<file path="src/rtl/piso_pkg.sv">
// Shared definitions for the piso_shift_tx transmitter: state encoding
// and the bit-counter width helper.
package piso_pkg;

  localparam logic [1:0] ST_IDLE   = 2'd0;
  localparam logic [1:0] ST_SHIFT  = 2'd1;
  localparam logic [1:0] ST_PARITY = 2'd2;

  typedef enum logic [1:0] {
    IDLE   = ST_IDLE,
    SHIFT  = ST_SHIFT,
    PARITY = ST_PARITY
  } state_t;

  // Counter must hold 0..N, so it needs clog2(N+1) bits.
  function automatic int cnt_w(input int n);
    return $clog2(n + 1);
  endfunction

endpackage

</file>
<file path="src/rtl/piso_shift_tx_bit_counter.sv">
// Beat counter for piso_shift_tx: synchronous clear, saturating increment
// gated by enable, and a terminal flag when the count reaches N-1.
module bit_counter
  import piso_pkg::*;
#(
  parameter int N  = 4,
  parameter int CW = cnt_w(N)
) (
  input  logic          clk,
  input  logic          reset,
  input  logic          enable,
  input  logic          clear,
  input  logic          inc,
  output logic [CW-1:0] count,
  output logic          terminal
);

  localparam logic [CW-1:0] TERM = CW'(N - 1);

  assign terminal = (count == TERM);

  // Clear has priority; increment stops at N-1 so the count never wraps.
  always_ff @(posedge clk or negedge reset) begin
    if (!reset) begin
      count <= '0;
    end else if (enable) begin
      if (clear) begin
        count <= '0;
      end else if (inc && !terminal) begin
        count <= count + 1'b1;
      end
    end
  end

endmodule

</file>
<file path="src/rtl/piso_shift_tx.sv">
// Parallel-in/serial-out transmitter with valid/ready load side and
// S_valid/S_last framing on the serial side.
// Optional feature: define PIPO_PARITY_EN to append an even-parity beat.
module piso_shift_tx
  import piso_pkg::*;
#(
  parameter int N         = 4,
  parameter bit MSB_FIRST = 1'b1
) (
  input  logic         clk,
  input  logic         reset,
  input  logic         enable,
  input  logic [N-1:0] S_in,
  input  logic         load_valid,
  output logic         load_ready,
  output logic         S_out,
  output logic         S_valid,
  output logic         S_last,
  output logic         busy
);

  localparam int            CW      = cnt_w(N);
  localparam logic [CW-1:0] PEN_IDX = CW'(N - 2);
`ifdef PIPO_PARITY_EN
  localparam bit HAS_PARITY = 1'b1;
`else
  localparam bit HAS_PARITY = 1'b0;
`endif

  state_t          state;
  logic [N-1:0]    shift_reg;
  logic [CW-1:0]   count;
  logic            terminal;
  logic            accept;
  logic            load_first;
  logic [N-1:0]    load_rest;
  logic            shift_first;
  logic [N-1:0]    shift_rest;
`ifdef PIPO_PARITY_EN
  logic            parity_reg;
`endif

  // S_last marks the final beat of the frame, so it doubles as the
  // "final beat on S_out" condition for back-to-back loading.
  assign load_ready = enable & ((state == IDLE) | S_last);
  assign accept     = load_valid & load_ready;

  // Bit order: pick the first bit and the remaining word per MSB_FIRST.
  generate
    if (MSB_FIRST) begin : g_msb
      assign load_first  = S_in[N-1];
      assign load_rest   = S_in << 1;
      assign shift_first = shift_reg[N-1];
      assign shift_rest  = shift_reg << 1;
    end else begin : g_lsb
      assign load_first  = S_in[0];
      assign load_rest   = S_in >> 1;
      assign shift_first = shift_reg[0];
      assign shift_rest  = shift_reg >> 1;
    end
  endgenerate

  // count indexes the data beat currently on S_out; it is zeroed whenever
  // a new frame may start so an accept always begins at beat 0.
  bit_counter #(.N(N), .CW(CW)) u_cnt (
    .clk      (clk),
    .reset    (reset),
    .enable   (enable),
    .clear    ((state != SHIFT) | S_last),
    .inc      (state == SHIFT),
    .count    (count),
    .terminal (terminal)
  );

  // Frame FSM with registered serial outputs; everything holds when enable=0.
  always_ff @(posedge clk or negedge reset) begin
    if (!reset) begin
      state     <= IDLE;
      shift_reg <= '0;
      S_out     <= 1'b0;
      S_valid   <= 1'b0;
      S_last    <= 1'b0;
      busy      <= 1'b0;
`ifdef PIPO_PARITY_EN
      parity_reg <= 1'b0;
`endif
    end else if (enable) begin
      if (accept) begin
        // New frame: first bit goes out immediately, the rest is kept.
        state     <= SHIFT;
        shift_reg <= load_rest;
        S_out     <= load_first;
        S_valid   <= 1'b1;
        S_last    <= 1'b0;
        busy      <= 1'b1;
`ifdef PIPO_PARITY_EN
        parity_reg <= ^S_in;
`endif
      end else begin
        case (state)
          SHIFT: begin
            if (!terminal) begin
              shift_reg <= shift_rest;
              S_out     <= shift_first;
              S_last    <= !HAS_PARITY && (count == PEN_IDX);
            end else begin
`ifdef PIPO_PARITY_EN
              state  <= PARITY;
              S_out  <= parity_reg;
              S_last <= 1'b1;
`else
              state   <= IDLE;
              S_out   <= 1'b0;
              S_valid <= 1'b0;
              S_last  <= 1'b0;
              busy    <= 1'b0;
`endif
            end
          end
          PARITY: begin
            state   <= IDLE;
            S_out   <= 1'b0;
            S_valid <= 1'b0;
            S_last  <= 1'b0;
            busy    <= 1'b0;
          end
          default: begin
            state <= IDLE;
          end
        endcase
      end
    end
  end

endmodule

</file>
<file path="config.mk">
export PLATFORM = sky130hd
export DESIGN_NAME = piso_shift_tx
export DESIGN_NICKNAME = d
export VERILOG_FILES = /design/src/rtl/piso_pkg.sv /design/src/rtl/piso_shift_tx_bit_counter.sv /design/src/rtl/piso_shift_tx.sv
export SDC_FILE = /design/constraint.sdc
export NUM_CORES = 1
export LEC_CHECK = 0
export CAP_MARGIN = 20
export CORE_ASPECT_RATIO = 0.75
export CORE_MARGIN = 4
export CORE_UTILIZATION = 30
export CTS_CLUSTER_DIAMETER = 80
export DETAILED_ROUTE_END_ITERATION = 6
export DONT_BUFFER_PORTS = 1
export MAX_ROUTING_LAYER = met4
export SLEW_MARGIN = 20
export SYNTH_ARGS = -nofsm -noshare
export SYNTH_HDL_FRONTEND = slang
export SYNTH_SLANG_ARGS = --single-unit
</file>
<file path="constraint.sdc">
create_clock -name clk -period 1.9 [get_ports clk]
set_input_delay 0.19 -clock clk [delete_from_list [all_inputs] [get_ports clk]]
set_output_delay 0.19 -clock clk [all_outputs]
set_load 0.03 [all_outputs]
</file>
### Yosys cells after proc, flatten, opt, wreduce, memory -nomap -nowiden

Cells that the tools add are included.

* register bits after elaboration: 12
* input bits: 8
* output and inout port bits: 5
* word-level logic and storage cells: 46

* add/subtract/negate cells: 1
* eq/ne operators: 7
* multiplexer cells: 17
* bitwise logic cells: 4
* reductions and logical operators: 11

Operator list (count)
* $mux 4: 3
* $eq 3x2->1 const B: 2
* $mux 1: 6
* $mux 2: 3
* $mux 3: 2
* $pmux 1 s2: 3
* $reduce_and 2->1: 3
* $reduce_and 3->1: 2
* $ne 2x1->1 const B: 2
* $reduce_bool 2->1: 2
* $add 3x1->3 const B: 1
* $ne 3x3->1 const B: 1
* $reduce_bool 3->1: 1
* $and 1x1->1: 2
* $eq 2x1->1 const B: 1
* $eq 2x2->1 const B: 1
* $logic_not 2->1: 1
* $or 1x1->1: 2
* $logic_and 1x1->1: 1
* $logic_not 1->1: 1

### Logic depth before layout (Yosys ltp)

* depth after elaboration: 6
* mapped depth: 5

### Modules after synthesis

Synthesis repeated with hierarchy kept, for this count alone.

* cells, all modules: 58
* area total of the unflattened synthesis: 616.8 µm²

Modules (own cells, without submodules)
* piso_shift_tx: times used 1, cells each 40, area each 379.1 µm²
* bit_counter: times used 1, cells each 18, area each 237.7 µm²

### Least setup slack after synthesis

Ideal clock, no wire load.

* path type: register -> register
* from: register u_cnt.count[0]
* to: register shift_reg[2]
* arrival: 1277 ps
* path slack: 499 ps
* stages on the path, launching flop included: 6
* buffers on the path: 0
* cell sequence: dfrtp_1 -> ha_1 -> ha_1 -> nand3b_1 -> mux2i_1 -> a21oi_1

* cells in the longest elaborated chain, start to end: 3

RTL lines
* start: declaration: line piso_shift_tx_bit_counter.sv:14 `output logic [CW-1:0] count,`
* start signal: assignment: line piso_shift_tx_bit_counter.sv:30 `count <= count + 1'b1;`
* $eq 3x2->1: line piso_shift_tx_bit_counter.sv:20 `assign terminal = (count == TERM);`
* $ne 2x1->1 (no source line)
* $reduce_and 3->1 (no source line)
* end signal: assignment: line piso_shift_tx.sv:91 `shift_reg <= load_rest;`
* end signal: assignment: line piso_shift_tx.sv:103 `shift_reg <= shift_rest;`
* end: declaration: line piso_shift_tx.sv:31 `logic [N-1:0] shift_reg;`

Every way passes these cells.
A chain may end at the register's enable or synchronous reset.

### Worst setup path after layout

* from: register S_last
* to: output load_ready

* cells in the longest elaborated chain, start to end: 2

RTL lines
* start: declaration: line piso_shift_tx.sv:18 `output logic S_last,`
* start signal: assignment: line piso_shift_tx.sv:105 `S_last <= !HAS_PARITY && (count == PEN_IDX);`
* $or 1x1->1: line piso_shift_tx.sv:45 `assign load_ready = enable & ((state == IDLE) | S_last);`
* $and 1x1->1: line piso_shift_tx.sv:45
* end: declaration: line piso_shift_tx.sv:15 `output logic load_ready,`

Every way passes these cells.

==> results.yml <==
status:
  status: "finished clean"
finish:
  fillCellCount: 161
  nets: 68
  area_growth_pct: 11.2
  drive_gt1_frac: 0.127
  diodes: 0
  final_cell_mix: "10 x dfrtp_1, 7 x nand2_1, 4 x inv_1"
  layout_commonest_cell: "dfrtp_1"
timing:
  worst_clock_skew_ps: 7.28
  hold_viol: 0
  slew_headroom: 0.576
  layout_min_cycle_time_ps: 1570
  finalHoldWorstSlack_ps: 71.5
  worstMarginPinSlew_ps: 630
  fmax_mhz: 638
  setup_viol: 0
  finalSetupTns_ps: 0
  slew_violations: 0
  rsz0062_at_grt: "false"
  layout_worst_path_cycle_share: 0.825
  worst_slack_ps: 333
floorplanning:
  start_util: 0.336
  io_pins: 13
  coreArea_mm2: 0.00156
  dieArea_mm2: 0.00249
  die_h_um: 44.2
  placementRows: 12
  fp.dieW_um: 56.3
yosys:
  synth_compound_area_frac: 0.165
  synth_top_area_share: 0.477
  seq_area_frac_synth: 0.477
  ys.warnings.count: 0
  syn-num-nets: 62
  synthMuxAreaShare: 0.0573
  synth_seq_cells: 10
  synth_top_cell_by_area: "dfrtp_1"
  netlist_area_um2: 524
  yosys.area_share.xor_xnor: 0
  ys_types: 22
  synthTopCellsByArea: "dfrtp_1 48%, ha_1 7.2%, mux2i_1 5.7%"
  synth_top_family_by_area: "simple AND/OR/NAND/NOR gates"
  synth.avg_cell_area_um2: 10.3
  synthAdderAreaFrac: 0.0716
  syn_inst: 51
  synthSimpleGateAreaFrac: 0.186
critical_path:
  crit_path_end_kind: "primary output"
  path_class: "flop to primary output"
  r2r_setup_slack_ps: 410
  critPathArrivalTime_ps: 1380
  cp_max_fo: 4
  crit_path_start_kind: "flop"
  cp.required_ps: 1710
place:
  place.gp.congestion: 0.770
  dp_slack_ps: 401
  io_buffer_count: 0
  dp_hpwl_um: 801
routing:
  viasPerCell: 4.86
  drtAntennaViolNets: 0
  drt_first_pass_iters: 5
  routed_wl_mm: 1.03
  route.detailed.drc: 0
  dr.first_iter.drc_count: 17
  vias: 369
  routedWlPerCell_um: 13.6
clock_network:
  clockRootBuffer: "clkbuf_4"
  post_cts_buffers: 0
  insertion_delay_ps: 260
  cts_resized: 0
  cts_buffer_depth: 2
  clock_sinks: 10
  ctsHtreeMaxLevel: 1
  clk_pin_slew_ps: 60
  cts_tree: "done"
  numCtsBuffers: 3
global_route:
  overflow: 0
  grt_pass1_wl_mm: 1.67
  use_met3: 0.0612
  grt_use_met1: 0.133
  grtUsageTotal: 0.0943
  grt_max_degree: 11
  antenna_found_initial: 0
  grt-busiest-layer: "met1"
  grt_pass1_vias: 353
  met2_usage: 0.117
pwr:
  peakVddDrop_v: 0.000885
  p_leak_nw: 0.270
  powerDensity_mw_per_mm2: 1610
  p_total_w: 0.000941
job:
  cap_violations: 0
hold_path:
  min_path_type: "input pin to flop"
-- power by group --
| part | leakage (nW) | internal, W | switching [W] |
|---|---|---|---|
| clock | 0.0138 | 0.0000729 | 0.0000669 |
| sequential | 0.126 | 0.000305 | 0.000106 |
| combinational | 0.131 | 0.000155 | 0.000235 |
-- final cells by class --
| cell class | count | area, µm² | share of cell area |
|---|---|---|---|
| Multi-Input combinational cell | 36 | 251 | 0.431 |
| Sequential cell | 10 | 250 | 0.429 |
| Tap cell | 21 | 26.3 | 0.0451 |
| Clock buffer | 3 | 22.5 | 0.0386 |
| Timing Repair Buffer | 2 | 17.5 | 0.0300 |
| Inverter | 4 | 15.0 | 0.0258 |
-- worst max-delay path, stage by stage, from the launching register on --
cell     delay (ps)
dfrtp_1         510
or2b_1          330
and2_1          280
-- logic make-up after synthesis --
family                   Yosys count
adder cells (fa/ha/maj)            3
multiplexers                       3
flip-flops                        10
AND/OR/NAND/NOR                   18
buffers and inverters              5
AO/OA/AOI/OAI                     12
-- stage by stage --
stage / instance area (µm²) / utilization / std cells
after floorplan: 524 / - / 51
after global placement: 551 / 0.353 / 72
after detailed placement: 551 / 0.353 / 72
after CTS: 583 / 0.373 / 76
after global routing: 583 / 0.373 / 76
final: 583 / 0.373 / 76
-- cells in the mapped netlist, drive strengths merged --
master / number
and2b: 1
inv: 4
ha: 3
a32oi: 1
buf: 1
nand2: 7
or2b: 1
nand3: 1
mux2i: 3
a21o: 1
o41ai: 2
a21boi: 1
a21oi: 2
and2: 2
nor3: 2
nand3b: 2
nor2b: 1
dfrtp: 10
o22ai: 2
o21ai: 3
nor2: 1
-- worst paths after layout --
kind | start | to | cells after the start
max in group asynchronous | reset | S_out | 1
worst max-delay path | S_last | load_ready | 2
min in group asynchronous | reset | busy | 1
worst min-delay path | S_in[0] | shift_reg[1] | 2
worst min register to register | u_cnt.count[0] | u_cnt.count[0] | 1
worst max register to register | u_cnt.count[0] | shift_reg[2] | 5
-- routing by layer --
metal / share of wire / up-vias
met5: 0 / -
met4: 0 / 0
met3: 0.081 / 0
met2: 0.38 / 11
met1: 0.54 / 168
li1: - / 190
-- timing repair --
item | 4_1_cts | 5_1_grt
hold buffers | 1 | 0
endpoints found under the hold margin | 10 | 0
endpoints found under the setup margin | 0 | 0
(Power assumes the default switching activity.)
